===== config.mk =====
export PLATFORM = sky130hd
export DESIGN_NAME = fp8_twiddle_gen
export DESIGN_NICKNAME = d
export VERILOG_FILES = /design/src/rtl/fp8_twiddle_gen.sv
export SDC_FILE = /design/constraint.sdc
export NUM_CORES = 1
export LEC_CHECK = 0
export ABC_AREA = 0
export CORE_MARGIN = 4
export CORE_UTILIZATION = 29
export DETAILED_ROUTE_END_ITERATION = 7
export DONT_BUFFER_PORTS = 1
export GPL_TIMING_DRIVEN = 1
export SYNTH_ARGS = -nofsm -noshare
export SYNTH_HDL_FRONTEND = slang
export SYNTH_SLANG_ARGS = --single-unit

===== constraint.sdc =====
create_clock -name clk -period 7.3 [get_ports clk]
set_input_delay 1.46 -clock clk [delete_from_list [all_inputs] [get_ports clk]]
set_output_delay 1.46 -clock clk [all_outputs]
set_load 0.1 [all_outputs]

===== src/rtl/fp8_twiddle_gen.sv =====
// FP8 E4M3 twiddle-factor stream for a radix-2 DIT FFT: walks every stage/butterfly of one frame,
// deriving W_N^k from a quarter-wave cosine ROM with quadrant symmetry and optional conjugation.
module fp8_twiddle_gen #(
    parameter int LOG2N = 4
) (
    input  logic             clk,
    input  logic             rst,
    input  logic             start,
    input  logic             inverse,
    input  logic             tw_ready,
    output logic             busy,
    output logic             tw_valid,
    output logic [7:0]       tw_re,
    output logic [7:0]       tw_im,
    output logic [2:0]       tw_stage,
    output logic [LOG2N-2:0] tw_bfly,
    output logic [LOG2N-1:0] tw_k,
    output logic             tw_last
);

    localparam int             N     = 1 << LOG2N;
    localparam int             BW    = LOG2N - 1;
    localparam logic [BW-1:0]  B_MAX = BW'(N / 2 - 1);
    localparam logic [BW-1:0]  Q_IDX = BW'(N / 4);
    localparam logic [2:0]     S_MAX = 3'(LOG2N - 1);

    if (LOG2N < 3 || LOG2N > 5) begin : g_bad_log2n
        $error("fp8_twiddle_gen: LOG2N must be 3, 4 or 5");
    end

    typedef enum logic {
        IDLE,
        RUN
    } state_t;

    // cos(2*pi*i/N) for i = 0..N/4, E4M3 round-to-nearest
    function automatic logic [7:0] rom(input logic [BW-1:0] i);
        logic [7:0] c;
        c = 8'h00;
        if (LOG2N == 3) begin
            case (int'(i))
                0:       c = 8'h38;
                1:       c = 8'h33;
                default: c = 8'h00;
            endcase
        end else if (LOG2N == 4) begin
            case (int'(i))
                0:       c = 8'h38;
                1:       c = 8'h37;
                2:       c = 8'h33;
                3:       c = 8'h2C;
                default: c = 8'h00;
            endcase
        end else begin
            case (int'(i))
                0:       c = 8'h38;
                1:       c = 8'h38;
                2:       c = 8'h37;
                3:       c = 8'h35;
                4:       c = 8'h33;
                5:       c = 8'h31;
                6:       c = 8'h2C;
                7:       c = 8'h24;
                default: c = 8'h00;
            endcase
        end
        return c;
    endfunction

    // Zero keeps its +0 encoding so 0x80 never appears on the bus
    function automatic logic [7:0] neg8(input logic [7:0] x);
        return (x == 8'h00) ? 8'h00 : {~x[7], x[6:0]};
    endfunction

    state_t           state_q, state_d;
    logic             inv_q, inv_d;
    logic [2:0]       s_q, s_d;
    logic [BW-1:0]    b_q, b_d;
    logic             valid_q, valid_d;
    logic             last_q, last_d;
    logic [7:0]       re_q, re_d;
    logic [7:0]       im_q, im_d;
    logic [LOG2N-1:0] k_q, k_d;

    logic             load;
    logic [BW-1:0]    b_masked;
    logic [LOG2N-1:0] k_next;
    logic [1:0]       quad;
    logic [BW-1:0]    r_idx;
    logic [BW-1:0]    qr_idx;
    logic [7:0]       c_r;
    logic [7:0]       c_qr;
    logic [7:0]       re_n;
    logic [7:0]       im_n;

    always_comb begin
        state_d = state_q;
        inv_d   = inv_q;
        s_d     = s_q;
        b_d     = b_q;
        valid_d = valid_q;
        last_d  = last_q;
        re_d    = re_q;
        im_d    = im_q;
        k_d     = k_q;
        load    = 1'b0;

        case (state_q)
            IDLE: begin
                if (start) begin
                    state_d = RUN;
                    inv_d   = inverse;
                    s_d     = 3'd0;
                    b_d     = '0;
                    load    = 1'b1;
                end
            end
            RUN: begin
                if (valid_q && tw_ready) begin
                    if (last_q) begin
                        state_d = IDLE;
                        valid_d = 1'b0;
                        last_d  = 1'b0;
                    end else begin
                        load = 1'b1;
                        if (b_q == B_MAX) begin
                            b_d = '0;
                            s_d = s_q + 3'd1;
                        end else begin
                            b_d = b_q + BW'(1);
                        end
                    end
                end
            end
            default: state_d = IDLE;
        endcase

        // k = (b mod 2^s) * 2^(LOG2N-1-s), then fold onto the quarter-wave table
        b_masked = b_d & BW'((1 << s_d) - 1);
        k_next   = LOG2N'(b_masked) << (S_MAX - s_d);
        quad     = k_next[LOG2N-1 -: 2];
        r_idx    = {1'b0, k_next[LOG2N-3:0]};
        qr_idx   = Q_IDX - r_idx;
        c_r      = rom(r_idx);
        c_qr     = rom(qr_idx);

        case (quad)
            2'd0:    begin re_n = c_r;        im_n = neg8(c_qr); end
            2'd1:    begin re_n = neg8(c_qr); im_n = neg8(c_r);  end
            2'd2:    begin re_n = neg8(c_r);  im_n = c_qr;       end
            default: begin re_n = c_qr;       im_n = c_r;        end
        endcase
        if (inv_d) begin
            im_n = neg8(im_n);
        end

        if (load) begin
            valid_d = 1'b1;
            last_d  = (s_d == S_MAX) && (b_d == B_MAX);
            re_d    = re_n;
            im_d    = im_n;
            k_d     = k_next;
        end
    end

    always_ff @(posedge clk) begin
        if (rst) begin
            state_q <= IDLE;
            inv_q   <= 1'b0;
            s_q     <= 3'd0;
            b_q     <= '0;
            valid_q <= 1'b0;
            last_q  <= 1'b0;
            re_q    <= 8'h00;
            im_q    <= 8'h00;
            k_q     <= '0;
        end else begin
            state_q <= state_d;
            inv_q   <= inv_d;
            s_q     <= s_d;
            b_q     <= b_d;
            valid_q <= valid_d;
            last_q  <= last_d;
            re_q    <= re_d;
            im_q    <= im_d;
            k_q     <= k_d;
        end
    end

    assign busy     = (state_q == RUN);
    assign tw_valid = valid_q;
    assign tw_last  = last_q;
    assign tw_re    = re_q;
    assign tw_im    = im_q;
    assign tw_stage = s_q;
    assign tw_bfly  = b_q;
    assign tw_k     = k_q;

endmodule


Yosys cells after proc, flatten, opt, wreduce, memory -nomap -nowiden
Cells that the tools add are included.
{ "totals": {"romBits": 0, "n_memories": 0, "in_bits": 5, "latchBits": 0, "mem_bits_rw": 0, "reg_bits": 30} }
{ "op_classes": {"div": 0, "n_lt_le_gt_ge": 0, "mul": 0, "n_eq_ne": 11, "bitwise": 5, "n_mux": 33, "reduce_logical": 13, "add_sub_neg": 5, "shifts": 2} }
{ "op_table": {"columns": ["op", "n"], "rows": [
  ["$pmux 8 s3", 2],
  ["$mux 8", 4],
  ["$pmux 8 s4", 1],
  ["$logic_not 8->1", 3],
  ["$mux 3", 8],
  ["$pmux 6 s4", 1],
  ["$mux 1", 13],
  ["$pmux 3 s2", 2],
  ["$eq 3x2->1 const B", 3],
  ["$add 3x1->3 const B", 2],
  ["$eq 2x2->1 const B", 3],
  ["$eq 3x3->1 const B", 2],
  ["$reduce_bool 2->1", 3],
  ["$eq 2x1->1 const B", 2],
  ["$logic_not 2->1", 2],
  ["$pmux 1 s2", 2],
  ["$shl 3x3->4", 1],
  ["$and 3x3->3", 1],
  ["$eq 3x1->1 const B", 1],
  ["$logic_not 3->1", 1],
  ["$not 1->1", 3],
  ["$reduce_and 3->1", 1],
  ["$shl 1x3->3 const A", 1],
  ["$sub 2x3->3 const A", 1],
  ["other kinds (5)", 6]
]} }

Logic depth before layout (Yosys ltp)
{ "depth": {"depth_word": 18, "depth_mapped": 18, "ltp_nobuf": 18} }

Least setup slack after synthesis
No wires, ideal clock.
{ "synth_path": {"path_type": "input-to-reg", "startpoint": "input port tw_ready", "endpoint": "register im_q[3] (netlist: tw_im[3])", "setup_ns": 0.091, "arrival_ns": 4.494, "stages": 13, "path_buffers": 0, "setup_slack_ns": 2.715, "path_cell_list": "and4b_1 -> and4b_1 -> a211oi_2 -> and2_1 -> nand2_1 -> ha_1 -> a21oi_1 -> nand3_1 -> o21ai_2 -> inv_1 -> ha_1 -> or3_1 -> a311oi_1"} }
{ "synth_between": {"elab_chain_cells": 16} }
{ "synth_rtl": {"columns": ["item", "line", "source"], "rows": [
  ["start, declared", "10", "input logic tw_ready,"],
  ["$logic_and 1x1->1 *", "119", "if (valid_q && tw_ready) begin"],
  ["$mux 3", "119", null],
  ["$pmux 3 s2", "108", "case (state_q)"],
  ["$shl 1x3->3", "139", "b_masked = b_d & BW'((1 << s_d) - 1);"],
  ["$sub 3x2->3", "139", null],
  ["$and 3x3->3", "139", null],
  ["$shl 3x3->4", "140", "k_next = LOG2N'(b_masked) << (S_MAX - s_d);"],
  ["$sub 3x2->3", "143", "qr_idx = Q_IDX - r_idx;"],
  ["$eq 3x2->1 (tied with other cells)", "47", "case (int'(i))"],
  ["$pmux 6 s4", "47", null],
  ["$logic_not 8->1", "72", "return (x == 8'h00) ? 8'h00 : {~x[7], x[6:0]};"],
  ["$mux 8", "72", null],
  ["$pmux 8 s3", "147", "case (quad)"],
  ["$logic_not 8->1", "72", null],
  ["$mux 8", "72", null],
  ["$mux 8", "153", "if (inv_d) begin"],
  ["end signal, assigned", "185", "im_q <= im_d;"],
  ["end, declared", "82", "logic [7:0] im_q, im_d;"]
]} }
Every way passes the cells marked *; elsewhere a longest branch is shown, timed or not. The select of a mux whose other input is x is not followed.
A chain may end at the register's enable or synchronous reset.

Final worst setup path
{ "layout_path": {"startpoint": "register b_q[1] (netlist: tw_bfly[1])", "endpoint": "register im_q[3] (netlist: tw_im[3])"} }
{ "layout_between": {"elab_chain_cells": 18} }
{ "layout_rtl": {"columns": ["item", "line", "source"], "rows": [
  ["start, declared", "78", "logic [BW-1:0] b_q, b_d;"],
  ["start signal, assigned", "171", "b_q <= '0;"],
  ["start signal, assigned", "181", "b_q <= b_d;"],
  ["$eq 3x3->1", "126", "if (b_q == B_MAX) begin"],
  ["$mux 3", "126", null],
  ["$mux 3", "120", "if (last_q) begin"],
  ["$mux 3", "119", null],
  ["$pmux 3 s2", "108", null],
  ["$shl 1x3->3", "139", null],
  ["$sub 3x2->3", "139", null],
  ["$and 3x3->3", "139", null],
  ["[2 not listed]", null, null],
  ["$eq 3x2->1 (tied with other cells)", "47", null],
  ["$pmux 6 s4", "47", null],
  ["$logic_not 8->1", "72", null],
  ["$mux 8", "72", null],
  ["$pmux 8 s3 *", "147", null],
  ["$logic_not 8->1", "72", null],
  ["$mux 8", "72", null],
  ["$mux 8 *", "153", null]
]} }
Marks and branches as above.

==> flow_summary.toml <==
[clocking]
cts_resized = 0
clk_latency_ns = 0.28
cts_setup_buffers = 0
cts-root-buf = "clkbuf_8"
cts_buffer_depth = 2
cts_tree = "yes"
hold_buffers = 0
cts-buffers-inserted = 3
htreeDepth = 1
clkTransAtPathRegs_ns = 0.10
cts.sinks = 26

[sta]
finClkSkew_ns = 0.00731
tightestPinTransition_ns = 1.11
postLayoutSetupSlackWorst_ns = 2.34
period_share = 0.680
finalCriticalPeriod_ns = 4.96
hold_viol = 0
rsz0062_at_grt = "false"
final-setup-viol-count = 0
slew-limit-headroom = 0.260
setup_tns_ns = 0
maxSlewViolCount = 0
fmax_mhz = 202

[setup_path]
crit_type = "flip-flop to flip-flop"
endpoint = "tw_im[3]"
worstPathArrival_ns = 5.15
slowest_stage = "dfxtp_1"
crit_path_max_incr_delay_ns = 1.03
setup.worst_path.start = "tw_bfly[1]"
crit_path_cell_trace = "ha_1 -> ha_1 -> and4b_1 -> a21oi_1 -> a211oi_2 -> and2_1 -> nand2_1 -> ha_1 -> a21oi_1 -> nand3_1 -> o21ai_2 -> inv_1 -> ha_1 -> or3_1 -> a311oi_1"
crit_path_frequent_cell = "ha_1"
rr_startpoint = "tw_bfly[1]"
r2r_slack_ns = 2.34
r2r_cells = 15
end_kind = "flip-flop"
worstPathRequired_ns = 7.49
start_kind = "flip-flop"
reg2reg_to = "tw_im[3]"
crit_fanout = 9

[drt]
drc = 0
vias_per_cell = 5.26
vias = 1320
finalWirelength_um = 3770
first_pass_iters = 4
drt_iter0_markers = 103
ant_nets = 0
wl_per_cell_um = 15.0

[status]
status = "completed"

[placed_design]
place_ws_ns = 2.33
portBuffers = 0
dp.final_hpwl_um = 2710
gp_congestion = 0.886

[logic_synthesis]
synthArstFlopShare = 0
ys_types = 47
yosysWarnings = 0
ys_seq_area_frac = 0.333
synth-seq-cells = 26
ys_top_cells_by_count = "dfxtp_1 (26), nor2_1 (26), nand2_1 (23)"
ys.flop_type = "dfxtp_1"
netlist_area_um2 = 1560
yosysTopAreaCell = "dfxtp_1"
synth_cells = 187
synth_top_area_frac = 0.333
synth_edf_count = 0
synth.avg_cell_area_um2 = 8.36
synthTopCellsByArea = "dfxtp_1 (33%), ha_1 (6.4%), nor2_1 (6.2%)"

[die]
die_w_um = 81.4
die_y_um = 81.4
num_rows = 26
io_pins = 34
coreArea_um2 = 5170
dieArea_um2 = 6630
start_util = 0.302

[layout]
fillCellCount = 549
post-route-util = 0.322
syn_to_final_growth_pct = 6.40
antennaDiodeCount = 0
finalNetCount = 195
drive_above_1_share = 0.116

[run]
maxCapViolCount = 0

[grt]
overflow = 0
grt_max_degree = 29
grt.total_usage = 0.122
antenna_found_initial = 0
grt_pass1_wl_um = 6290
grt_pass1_vias = 1264

[power_and_ir_drop]
peakVddDrop_uv = 92.6
p_leak_nw = 0.614
p_per_area_nw_per_um2 = 210

[hold_path]
hp-class = "flip-flop to flip-flop"
==> how the worst min path moves through the flow <==
stage                     depth (start not counted)  startpoint     to
after detailed placement                          2       inv_q  inv_q
after global routing                              2       inv_q  inv_q
after global placement                            2       inv_q  inv_q
final                                             2       inv_q  inv_q
after floorplan                                   2       inv_q  inv_q
after CTS                                         2       inv_q  inv_q
==> report_power, final <==
part	internal [mW]	switching [mW]
Combinational	0.00831	0.0233
Clock	0.0735	0.0495
Sequential	0.148	0.0470
Total	0.230	0.120
==> worst max-delay path: cells and delay by family (launching register included) <==
| kind | cells | cell delay (ns) |
|---|---|---|
| compound gates | 5 | 1.52 |
| fa+ha+maj | 4 | 1.15 |
| simple gates | 5 | 1.08 |
| flops | 1 | 1.03 |
| buf+inv | 1 | 0.12 |
==> layer usage <==
metal	GRT usage	routed length (µm)
met1	0.163	1790
met2	0.177	1560
met3	0.0439	328
met4	0.0490	91
met5	0	0
==> final cells by class <==
class / count / area, µm² / area share
Clock buffer: 3 / 41.3 / 0.0248
Clock inverter: 1 / 30.0 / 0.0180
Inverter: 5 / 18.8 / 0.0113
Multi-Input combinational cell: 144 / 948 / 0.570
Sequential cell: 26 / 523 / 0.314
Tap cell: 70 / 87.6 / 0.0526
Timing Repair Buffer: 2 / 15.0 / 0.00902
==> flip-flops by register name (all words and copies together), names as in the netlist <==
signal	cells
tw_im	6
tw_re	6
tw_k	4
tw_bfly	3
tw_stage	3
busy	1
inv_q	1
tw_last	1
tw_valid	1
==> cells by family after synthesis <==
group / after synthesis / synth area share
flip-flops: 26 / 0.333
AND/OR/NAND/NOR: 85 / 0.272
AO/OA/AOI/OAI: 44 / 0.233
buffers and inverters: 18 / 0.0632
other: 1 / 0.00240
multiplexers: 5 / 0.0328
adder cells (fa/ha/maj): 8 / 0.0640
==> per-stage QoR <==
step	hold WS [ns]	power (mW)	std cells	area, µm²
global route	0.560	0.365	251	1660
detailed placement	0.515	0.230	247	1590
global placement	0.496	0.230	247	1590
CTS	0.540	0.354	251	1660
floorplan	0.476	0.229	188	1570
finish	0.528	0.349	251	1660
==> cells in the final DEF, fill, tap and decap left out, types with 4 or more instances in the layout <==
cell type  instances
o21a_1             4
a21oi_1           11
nor2_1            26
a211oi_1           4
nand3_1           10
dfxtp_1           24
ha_1               8
nand2_1           23
inv_1              5
mux2i_1            4
Note: power is estimated with default switching activity, not from simulation.
